`src/rtl/dcache_wr_buffer.sv`:
```
// dcache write buffer: in-order FIFO of line evictions and uncached stores,
// drained to the bridge with single-cycle issue pulses spaced by ISSUE_GAP
// idle cycles, plus a line-address hazard check for dcache read misses.
module dcache_wr_buffer #(
    parameter int DEPTH     = 2,
    parameter int ISSUE_GAP = 2
) (
    input  logic                     clk,
    input  logic                     reset,
    input  logic                     in_wr_req,
    input  logic [2:0]               in_wr_type,
    input  logic [31:0]              in_wr_addr,
    input  logic [3:0]               in_wr_wstrb,
    input  logic [127:0]             in_wr_data,
    output logic                     in_wr_rdy,
    output logic                     out_wr_req,
    output logic [2:0]               out_wr_type,
    output logic [31:0]              out_wr_addr,
    output logic [3:0]               out_wr_wstrb,
    output logic [127:0]             out_wr_data,
    input  logic                     out_wr_rdy,
    input  logic [31:0]              chk_addr,
    output logic                     chk_hit,
    output logic                     empty,
    output logic [$clog2(DEPTH):0]   count
);

    localparam int PW = $clog2(DEPTH);
    localparam int CW = PW + 1;
    localparam int GW = $clog2(ISSUE_GAP + 2);

    typedef struct packed {
        logic [2:0]   typ;
        logic [31:0]  addr;
        logic [3:0]   wstrb;
        logic [127:0] data;
    } entry_t;

    typedef enum logic {IDLE, GAP} state_t;

    entry_t           mem_q [DEPTH];
    logic [DEPTH-1:0] vld_q;
    logic [PW-1:0]    wr_ptr_q, rd_ptr_q;
    logic [CW-1:0]    count_q;
    state_t           state_q;
    logic [GW-1:0]    gap_q;

    logic push, pop;

    // No pass-through when full: a pop cycle does not free a slot for a same-cycle push.
    assign in_wr_rdy  = (count_q != CW'(DEPTH));
    assign empty      = (count_q == '0);
    assign count      = count_q;
    assign out_wr_req = (state_q == IDLE) && !empty && out_wr_rdy;
    assign push       = in_wr_req && in_wr_rdy;
    assign pop        = out_wr_req;

    assign out_wr_type  = mem_q[rd_ptr_q].typ;
    assign out_wr_addr  = mem_q[rd_ptr_q].addr;
    assign out_wr_wstrb = mem_q[rd_ptr_q].wstrb;
    assign out_wr_data  = mem_q[rd_ptr_q].data;

    // Hazard: any still-buffered entry on the same 16-byte line as chk_addr.
    always_comb begin
        chk_hit = 1'b0;
        for (int i = 0; i < DEPTH; i++) begin
            if (vld_q[i] && (mem_q[i].addr[31:4] == chk_addr[31:4])) chk_hit = 1'b1;
        end
    end

    // FIFO storage, pointers, per-slot valid bits and occupancy.
    always_ff @(posedge clk) begin
        if (reset) begin
            wr_ptr_q <= '0;
            rd_ptr_q <= '0;
            count_q  <= '0;
            vld_q    <= '0;
        end else begin
            if (push) begin
                mem_q[wr_ptr_q] <= '{typ: in_wr_type, addr: in_wr_addr,
                                     wstrb: in_wr_wstrb, data: in_wr_data};
                vld_q[wr_ptr_q] <= 1'b1;
                wr_ptr_q        <= wr_ptr_q + 1'b1;
            end
            if (pop) begin
                vld_q[rd_ptr_q] <= 1'b0;
                rd_ptr_q        <= rd_ptr_q + 1'b1;
            end
            case ({push, pop})
                2'b10:   count_q <= count_q + 1'b1;
                2'b01:   count_q <= count_q - 1'b1;
                default: count_q <= count_q;
            endcase
        end
    end

    // Issue FSM: after each issue hold off ISSUE_GAP cycles before the next.
    always_ff @(posedge clk) begin
        if (reset) begin
            state_q <= IDLE;
            gap_q   <= '0;
        end else begin
            case (state_q)
                IDLE: begin
                    if (out_wr_req && (ISSUE_GAP != 0)) begin
                        state_q <= GAP;
                        gap_q   <= GW'(ISSUE_GAP);
                    end
                end
                GAP: begin
                    gap_q <= gap_q - 1'b1;
                    if (gap_q == GW'(1)) state_q <= IDLE;
                end
                default: state_q <= IDLE;
            endcase
        end
    end

endmodule

```
`config.mk`:
```
export PLATFORM = sky130hd
export DESIGN_NAME = dcache_wr_buffer
export DESIGN_NICKNAME = d
export VERILOG_FILES = /design/src/rtl/dcache_wr_buffer.sv
export SDC_FILE = /design/constraint.sdc
export NUM_CORES = 1
export LEC_CHECK = 0
export CAP_MARGIN = 20
export CELL_PAD_IN_SITES_DETAIL_PLACEMENT = 0
export CELL_PAD_IN_SITES_GLOBAL_PLACEMENT = 2
export CORE_UTILIZATION = 34
export DETAILED_ROUTE_END_ITERATION = 12
export HOLD_SLACK_MARGIN = 0.02
export PLACE_DENSITY = 0.79
export SLEW_MARGIN = 20
export SYNTH_ARGS = -nofsm -noshare
export SYNTH_HDL_FRONTEND = slang
export SYNTH_SLANG_ARGS = --single-unit
```
`constraint.sdc`:
```
create_clock -name clk -period 18.79 [get_ports clk]
set_input_delay 4.6975 -clock clk [delete_from_list [all_inputs] [get_ports clk]]
set_output_delay 4.6975 -clock clk [all_outputs]
set_load 0.03 [all_outputs]
```
==> flow_summary.toml, run 1 <==
[clock_network]
cts_resized = 0
clk_pin_slew_ns = 0.05
root_buffer = "clkbuf_16"
clockBufferDepth = 3
clock_sinks = 344
post_cts_buffers = 0
tritoncts = "yes"
cts_htree_levels = 2
numCtsBuffers = 38
insertion_delay_ns = 0.53
cts_hold_buf = 0

[setup_path]
reg2reg_depth = 5
worst_setup_path_end_kind = "output pin"
cp.depth = 6
worstPathRequired_ns = 14.09
cp_slowest_cell = "clkdlybuf4s50_1"
cp-start-kind = "input pin"
crit_type = "input pin to output pin"
cpLargestDelayFamily = "buffers and inverters"
worstReg2RegEnd = "mem_q[0][78]$_DFFE_PP_"
cp_common_cell = "clkdlybuf4s50_1"
worst_ep_arrival_time_ns = 6.95
cp_cell_sequence = "clkdlybuf4s50_1, xnor2_1, nand4_1, or4_1, o22ai_1, clkdlybuf4s50_1"
slowest_delay_ns = 0.72
crit_buf_inv = 2
rr_startpoint = "count[0]$_SDFFE_PP0P_"
reg2reg_slack_ns = 16.09
crit_fanout = 2

[layout]
final_cell_area_mm2 = 0.0185
layout-drive-gt1-share_pct = 20.9
final_common_cell = "clkdlybuf4s50_1"
layout_common_cells = "clkdlybuf4s50_1 (371), edfxtp_1 (334), mux2_2 (167)"
layout-area-overhead-vs-synth_pct = 41.7
final_net_count = 1247

[power]
power.density_mw_per_mm2 = 131
power_frac_seq_pct = 39.9
peakVddDrop_mv = 0.102
leakage_uw = 0.00604
p_clk_share_pct = 27.3
intPower_uw = 1670
combPwrFrac_pct = 32.8
switching_share_pct = 31.1
switching_power_uw = 754

[routing]
routed_wl_um = 29700
dr.pass1.iters = 4
avgViaCountPerCell = 4.52
drt.antenna.violating_nets = 0
drc_errors = 0
routed-via-count = 7131
avgRoutedWirePerCell_um = 18.8
drt_iter0_drc = 257

[floorplan]
ioPinCount = 376
die_h_um = 198
rows = 71
die_w_um = 198
core_area_mm2 = 0.0377
initial_utilization_pct = 34.6
die_area_mm2 = 0.0391

[place]
post_dp_cell_area_mm2 = 0.0174
io_buffers = 371
gp_congestion = 0.740
dp_hpwl_um = 19700

[timing]
fmax_mhz = 85.8
period_minus_slack_ns = 11.65
rsz0062_at_grt = "no"
tns_ns = 0
timing.final.crit_share_pct = 62.0
slew_violations = 0
finalHoldViolCount = 0
tightest_slew_ns = 1.22
slew_headroom_pct = 18.9
skew_ns = 0.0130
setup_violations = 0

[logic_synthesis]
yosysWarnings = 0
ys_types = 23
netlist_instances = 644
async_flop_share_pct = 0
ys_seq_elements = 344
syn-num-nets = 849
synth_edf_count = 334
synth_ff_type = "edfxtp_1"
syn_area_per_cell_um2 = 20.2
yosysSeqAreaShare_pct = 78.5
synth_area_mm2 = 0.0130

[outcome]
status = "finished, final reports clean"

[global_routing]
grt_pass1_vias = 7548
grt_max_degree = 168
globalRouteOverflowTotal = 0
grt.total_usage_pct = 15.0
grt_pass1_wl_um = 43600
grt_antenna_before_repair = 4

[hold_path]
holdPathStages = 1
worstHoldStart = "rd_ptr_q$_SDFFE_PP0P_"
min_path_type = "flop to flop"
hold_end = "vld_q[1]$_SDFF_PP0_"

[job]
cap_violations = 0
worst max path at each step:
stage	start	endpoint	slack (ns)
floorplan	reset	mem_q[0][0]$_DFFE_PP_	1.61
global placement	chk_addr[14]	chk_hit	7.11
detailed placement	chk_addr[14]	chk_hit	7.10
CTS	chk_addr[14]	chk_hit	7.09
global route	chk_addr[14]	chk_hit	7.05
finish	chk_addr[16]	chk_hit	7.14
cells by family after synthesis:
group                      after synthesis  synth area share (%)
DFF                                    344                  78.5
buffers and inverters                   23                 0.835
and+or+nand+nor                         37                  1.54
muxes                                  167                  14.4
adders and majority gates                2                 0.192
AOI/OAI and AO/OA                       11                 0.470
xor gates and xnor gates                60                  4.03
power by group through the flow:
stage	clock network [uW]	registers, uW	logic (uW)
finish	662	967	796
global route	714	978	838
CTS	688	970	809
detailed placement	0	986	803
global placement	0	982	806
floorplan	0	995	486
through the flow:
step | cells | setup slack (ns) | hold slack (ns) | power, uW | util [%]
global route | 1578 | 7.05 | 0.518 | 2530 | 49.0
detailed placement | 1513 | 7.10 | 0.489 | 1790 | 46.1
global placement | 1513 | 7.11 | 0.486 | 1790 | 46.1
floorplan | 644 | 1.61 | 0.454 | 1480 | -
CTS | 1577 | 7.09 | 0.496 | 2470 | 49.0
finish | 1579 | 7.14 | 0.487 | 2430 | 49.0
state kept, by name, indices dropped and copies added, names as in the netlist, named ones only:
register  flops
vld_q         2
state_q       1
gap_q         2
rd_ptr_q      1
wr_ptr_q      1
mem_q       334
count         2
cells in the mapped netlist, types with 2 or more instances:
cell	n	area, um2
edfxtp_1	334	10000
mux2_2	167	1880
xor2_1	31	272
xnor2_1	29	254
buf_2	18	90.1
dfxtp_1	10	200
nand4_1	8	50.1
nor2_1	8	30.0
nor3_1	6	30.0
nor4_1	6	37.5
a21oi_1	5	25.0
inv_1	3	11.3
nand2_1	3	11.3
a31oi_1	2	12.5
clkbuf_1	2	7.51
ha_1	2	25.0
nand2b_1	2	12.5
o21ai_0	2	10.0
or4_1	2	15.0
per-layer routing:
| layer | GRT usage (%) | up-vias | share of wire, % |
|---|---|---|---|
| met1 | 17.0 | 3486 | 39 |
| met2 | 24.7 | 266 | 48 |
| met4 | 6.03 | 2 | 2.4 |
| met3 | 6.63 | 49 | 10 |
| li1 | - | 3328 | - |
| met5 | 0 | - | 0.057 |
cell type report:
| type | count | area, um2 |
|---|---|---|
| fillers | 3232 | 19200 |
| clock inverters | 10 | 48.8 |
| diodes | 2 | 5.00 |
| inverters | 3 | 11.3 |
| multi-input cells | 277 | 2700 |
| repair buffers | 378 | 3780 |
| flip-flops and latches | 344 | 10200 |
| well taps | 511 | 639 |
| clock buffers | 54 | 1040 |
worst reg2reg max path: cells and delay by family (launching register included):
kind	cells	cell delay (ns)
flops	1	0.46
buf+inv	2	1.20
simple gates	3	0.56
(Power assumes the default switching activity.)
==> run 2, diff against run 1 <==
clock period = 12.1 ns   (was 18.79 ns; I/O delays follow)
==> run 2 against run 1 <==
Core utilization is 0.12 points higher. Die area stayed put. Combinational power is 56% higher. Sequential cell count stayed put. Via count is 0.25% higher. Global-route usage is 0.22 points higher. Non-clock buffer count is 2 higher. Cell count is 0.38% higher. Critical path depth stayed put.
==> flow_summary.toml, run 2 (synthesized netlist as in run 1, its figures left out) <==
[clock_network]
cts_hold_buf = 0
clock_sinks = 344
clk_pin_slew_ns = 0.06
tritoncts = "yes"
insertion_delay_ns = 0.54
cts_resized = 0
root_buffer = "clkbuf_16"
cts_htree_levels = 2
numCtsBuffers = 39
post_cts_buffers = 0
clockBufferDepth = 3

[outcome]
status = "finished, final reports clean"

[timing]
period_minus_slack_ns = 8.32
setup_violations = 0
slew_headroom_pct = 31.2
tns_ns = 0
timing.final.crit_share_pct = 68.7
hold_slack_ns = 0.505
slew_violations = 0
finalHoldViolCount = 0
fmax_mhz = 120
skew_ns = 0.0161
rsz0062_at_grt = "no"
fin_ws_ns = 3.78
tightest_slew_ns = 1.03

[place]
dp_hpwl_um = 20100
gp_congestion = 0.738
post_dp_cell_area_mm2 = 0.0174
pre_cts_ws_ns = 3.75
io_buffers = 371

[global_routing]
grt.total_usage_pct = 15.2
grt_pass1_wl_um = 44200
grt_antenna_before_repair = 2
grt_max_degree = 72
globalRouteOverflowTotal = 0
grt_pass1_vias = 7555

[routing]
routed_wl_um = 30200
avgRoutedWirePerCell_um = 19.1
avgViaCountPerCell = 4.51
routed-via-count = 7149
drt.antenna.violating_nets = 0
dr.pass1.iters = 4
drc_errors = 0
drt_iter0_drc = 243

[layout]
largest_reg_flops = 334
top_register = "mem_q"
final_cell_area_mm2 = 0.0185
final_common_cell = "clkdlybuf4s50_1"
layout_common_cells = "clkdlybuf4s50_1 (371), edfxtp_1 (334), mux2_2 (167)"
layout-area-overhead-vs-synth_pct = 42.0
layout-drive-gt1-share_pct = 21.0
final_net_count = 1250

[setup_path]
worst_ep_arrival_time_ns = 5.29
crit_fanout = 2
worstPathRequired_ns = 9.07
worst_setup_path_end_kind = "output pin"
cp-start-kind = "input pin"
crit_type = "input pin to output pin"

[power]
power.density_mw_per_mm2 = 205
power_uw = 3800
peakVddDrop_mv = 0.117
leakage_uw = 0.00607

[hold_path]
min_path_type = "flop to flop"

[floorplan]
die_h_um = 198
initial_utilization_pct = 34.6
core_area_mm2 = 0.0377
die_area_mm2 = 0.0391
ioPinCount = 376
rows = 71
die_w_um = 198

[job]
cap_violations = 0
-- run 2: changes by cell type in the layout (fill, tap and decap cells not counted) --
cell / previous run / this run
clkinv_1: 4 / 10
clkinv_2: 5 / 3
clkbuf_1: 14 / 13
buf_12: 1 / 0
clkbuf_16: 39 / 40
diode_2: 2 / 1
clkbuf_8: 1 / 0
inv_6: 1 / 2
buf_4: 6 / 9
clkinv_8: 0 / 1
-- run 2: worst paths after layout --
kind / startpoint / end / slack [ns] / depth (start not counted)
setup reg to reg: count[0]$_SDFFE_PP0P_ / mem_q[0][109]$_DFFE_PP_ / 9.20 / 5
setup / recovery: chk_addr[16] / chk_hit / 3.78 / 6
hold reg to reg: rd_ptr_q$_SDFFE_PP0P_ / vld_q[1]$_SDFF_PP0_ / 0.50 / 1
hold / removal: rd_ptr_q$_SDFFE_PP0P_ / vld_q[1]$_SDFF_PP0_ / 0.50 / 1
-- run 2: metrics by stage --
stage,cells,utilization (%)
3_3_place_gp,1515,46.1
4_1_cts,1584,49.1
6_report,1585,49.1
2_1_floorplan,644,-
5_1_grt,1584,49.1
3_5_place_dp,1515,46.1
-- run 2: worst max-delay path, cell delays in order --
cell and delay, ns:
clkdlybuf4s50_1 0.54, xnor2_1 0.14, nand4_1 0.16, or4_1 0.52
o22ai_1 0.19, clkdlybuf4s50_1 0.71
-- run 2: power breakdown --
| part | internal [uW] | switching [uW] |
|---|---|---|
| sequential | 1440 | 61.3 |
| combinational | 557 | 679 |
| clock | 608 | 449 |
-- run 2: final cells by class --
type,instances,area [um2]
Sequential cell,344,10200
Clock inverter,16,86.3
Tap cell,511,639
Antenna cell,1,2.50
Inverter,3,11.3
Timing Repair Buffer,380,3780
Multi-Input combinational cell,277,2700
Fill cell,3286,19200
Clock buffer,53,1050
-- run 2: metal layers --
| metal | GRT usage, % | wire length (um) |
|---|---|---|
| met5 | 0 | 0 |
| met4 | 5.28 | 549 |
| met3 | 7.09 | 3300 |
| met2 | 25.7 | 14800 |
| met1 | 16.9 | 11600 |
==> run 3, diff against run 2 <==
clock period = 8.6 ns   (was 12.1 ns; I/O delays follow)
==> run 3 against run 2 <==
Non-clock buffer count shrank 4. Die area is the same. First-iteration DRC count grew 6.6%. Sequential power grew 41%. Worst hold slack gained 0.0028 ns. Clock power grew 40%. Setup slack lost 1.8 ns. Global-route usage is essentially flat. Clock-buffer cell count shrank 6. Critical endpoint unchanged. Largest cell class unchanged.
==> flow_summary.toml, run 3 (synthesized netlist as in run 1, its figures left out) <==
[outcome]
status = "finished, final reports clean"

[floorplan]
die_h_um = 198
die_area_mm2 = 0.0391
rows = 71
core_area_mm2 = 0.0377
initial_utilization_pct = 34.6
ioPinCount = 376
die_w_um = 198

[place]
io_buffers = 371
pre_cts_ws_ns = 2.01
post_dp_cell_area_mm2 = 0.0174
gp_congestion = 0.759
dp_hpwl_um = 19600

[global_routing]
grt_max_degree = 168
grt_antenna_before_repair = 1
globalRouteOverflowTotal = 0
grt_pass1_vias = 7625
grt.total_usage_pct = 15.2
grt_pass1_wl_um = 44200

[layout]
antenna_cells = 0
final_net_count = 1245
layout_common_cells = "clkdlybuf4s50_1 (371), edfxtp_1 (334), mux2_2 (167)"
top_register = "mem_q"
layout-drive-gt1-share_pct = 21.2
layout-area-overhead-vs-synth_pct = 42.0
fillers = 3232
regArea_mm2 = 0.0102
final_util_pct = 49.1
final_cell_area_mm2 = 0.0185
largest_reg_flops = 334
final_common_cell = "clkdlybuf4s50_1"
multi_input_area_mm2 = 0.00272

[timing]
period_minus_slack_ns = 6.58
slew_headroom_pct = 30.0
timing.final.crit_share_pct = 76.6
rsz0062_at_grt = "no"
setup_violations = 0
fmax_mhz = 152
slew_violations = 0
tns_ns = 0
skew_ns = 0.0116
finalHoldViolCount = 0
fin_ws_ns = 2.02
tightest_slew_ns = 1.05

[setup_path]
worst_ep_arrival_time_ns = 4.43
worstPathRequired_ns = 6.45
cpLargestDelayFamily = "buffers and inverters"
crit_fanout = 2
cp_slowest_cell = "clkdlybuf4s50_1"
crit_type = "input pin to output pin"
cp_common_cell = "clkdlybuf4s50_1"
crit_buf_inv = 2
slowest_delay_ns = 0.72
cp_cell_sequence = "clkdlybuf4s50_1, xnor2_1, nand4_1, or4_1, o22ai_1, clkdlybuf4s50_1"
worst_setup_path_end_kind = "output pin"
cp-start-kind = "input pin"

[power]
power.density_mw_per_mm2 = 289
peakVddDrop_mv = 0.186
leakage_uw = 0.00607
power_uw = 5340

[routing]
dr.pass1.iters = 4
routed_wl_um = 30200
avgRoutedWirePerCell_um = 19.1
avgViaCountPerCell = 4.52
drt_iter0_drc = 259
drt.antenna.violating_nets = 0
routed-via-count = 7138
drc_errors = 0

[clock_network]
numCtsBuffers = 38
clk_pin_slew_ns = 0.06
clock_sinks = 344
post_cts_buffers = 0
cts_hold_buf = 0
clockBufferDepth = 3
root_buffer = "clkbuf_16"
insertion_delay_ns = 0.54
cts_resized = 0
tritoncts = "yes"
cts_htree_levels = 2

[job]
cap_violations = 0

[hold_path]
min_path_type = "flop to flop"
==> run 3: cell type report <==
class | instances | area share, %
tap | 511 | 3.46
inverter | 3 | 0.0609
multi-input combinational | 277 | 14.7
clock inverter | 21 | 0.663
clock buffer | 47 | 5.44
sequential | 344 | 55.3
timing repair buffer | 376 | 20.4
==> run 3: per-layer routing <==
layer  vias up  GRT usage, %  part of all wire [%]
li1       3329             -                     -
met1      3521          17.1                    39
met2       246          25.8                    49
met3        40          6.51                   9.9
met4         2          5.48                   2.1
met5         -             0                 0.043
==> run 3: worst paths after layout <==
| check | from | to | slack, ns | depth (start not counted) |
|---|---|---|---|---|
| hold / removal | rd_ptr_q$_SDFFE_PP0P_ | vld_q[1]$_SDFF_PP0_ | 0.51 | 1 |
| setup / recovery | chk_addr[29] | chk_hit | 2.02 | 6 |
| hold reg to reg | rd_ptr_q$_SDFFE_PP0P_ | vld_q[1]$_SDFF_PP0_ | 0.51 | 1 |
| setup reg to reg | count[0]$_SDFFE_PP0P_ | mem_q[1][110]$_DFFE_PP_ | 6.22 | 4 |
==> run 3: metrics by stage <==
| step | std cells | hold slack (ns) |
|---|---|---|
| 4_1_cts | 1579 | 0.514 |
| 2_1_floorplan | 644 | 0.454 |
| 6_report | 1579 | 0.508 |
| 3_3_place_gp | 1511 | 0.486 |
| 3_5_place_dp | 1511 | 0.503 |
| 5_1_grt | 1579 | 0.545 |
==> run 3: where the power goes <==
part	total (uW)	internal [uW]	leakage [uW]	switching [uW]
registers	2110	2030	0.00315	77.2
clock network	1480	859	0.000562	626
logic	1750	785	0.00236	963
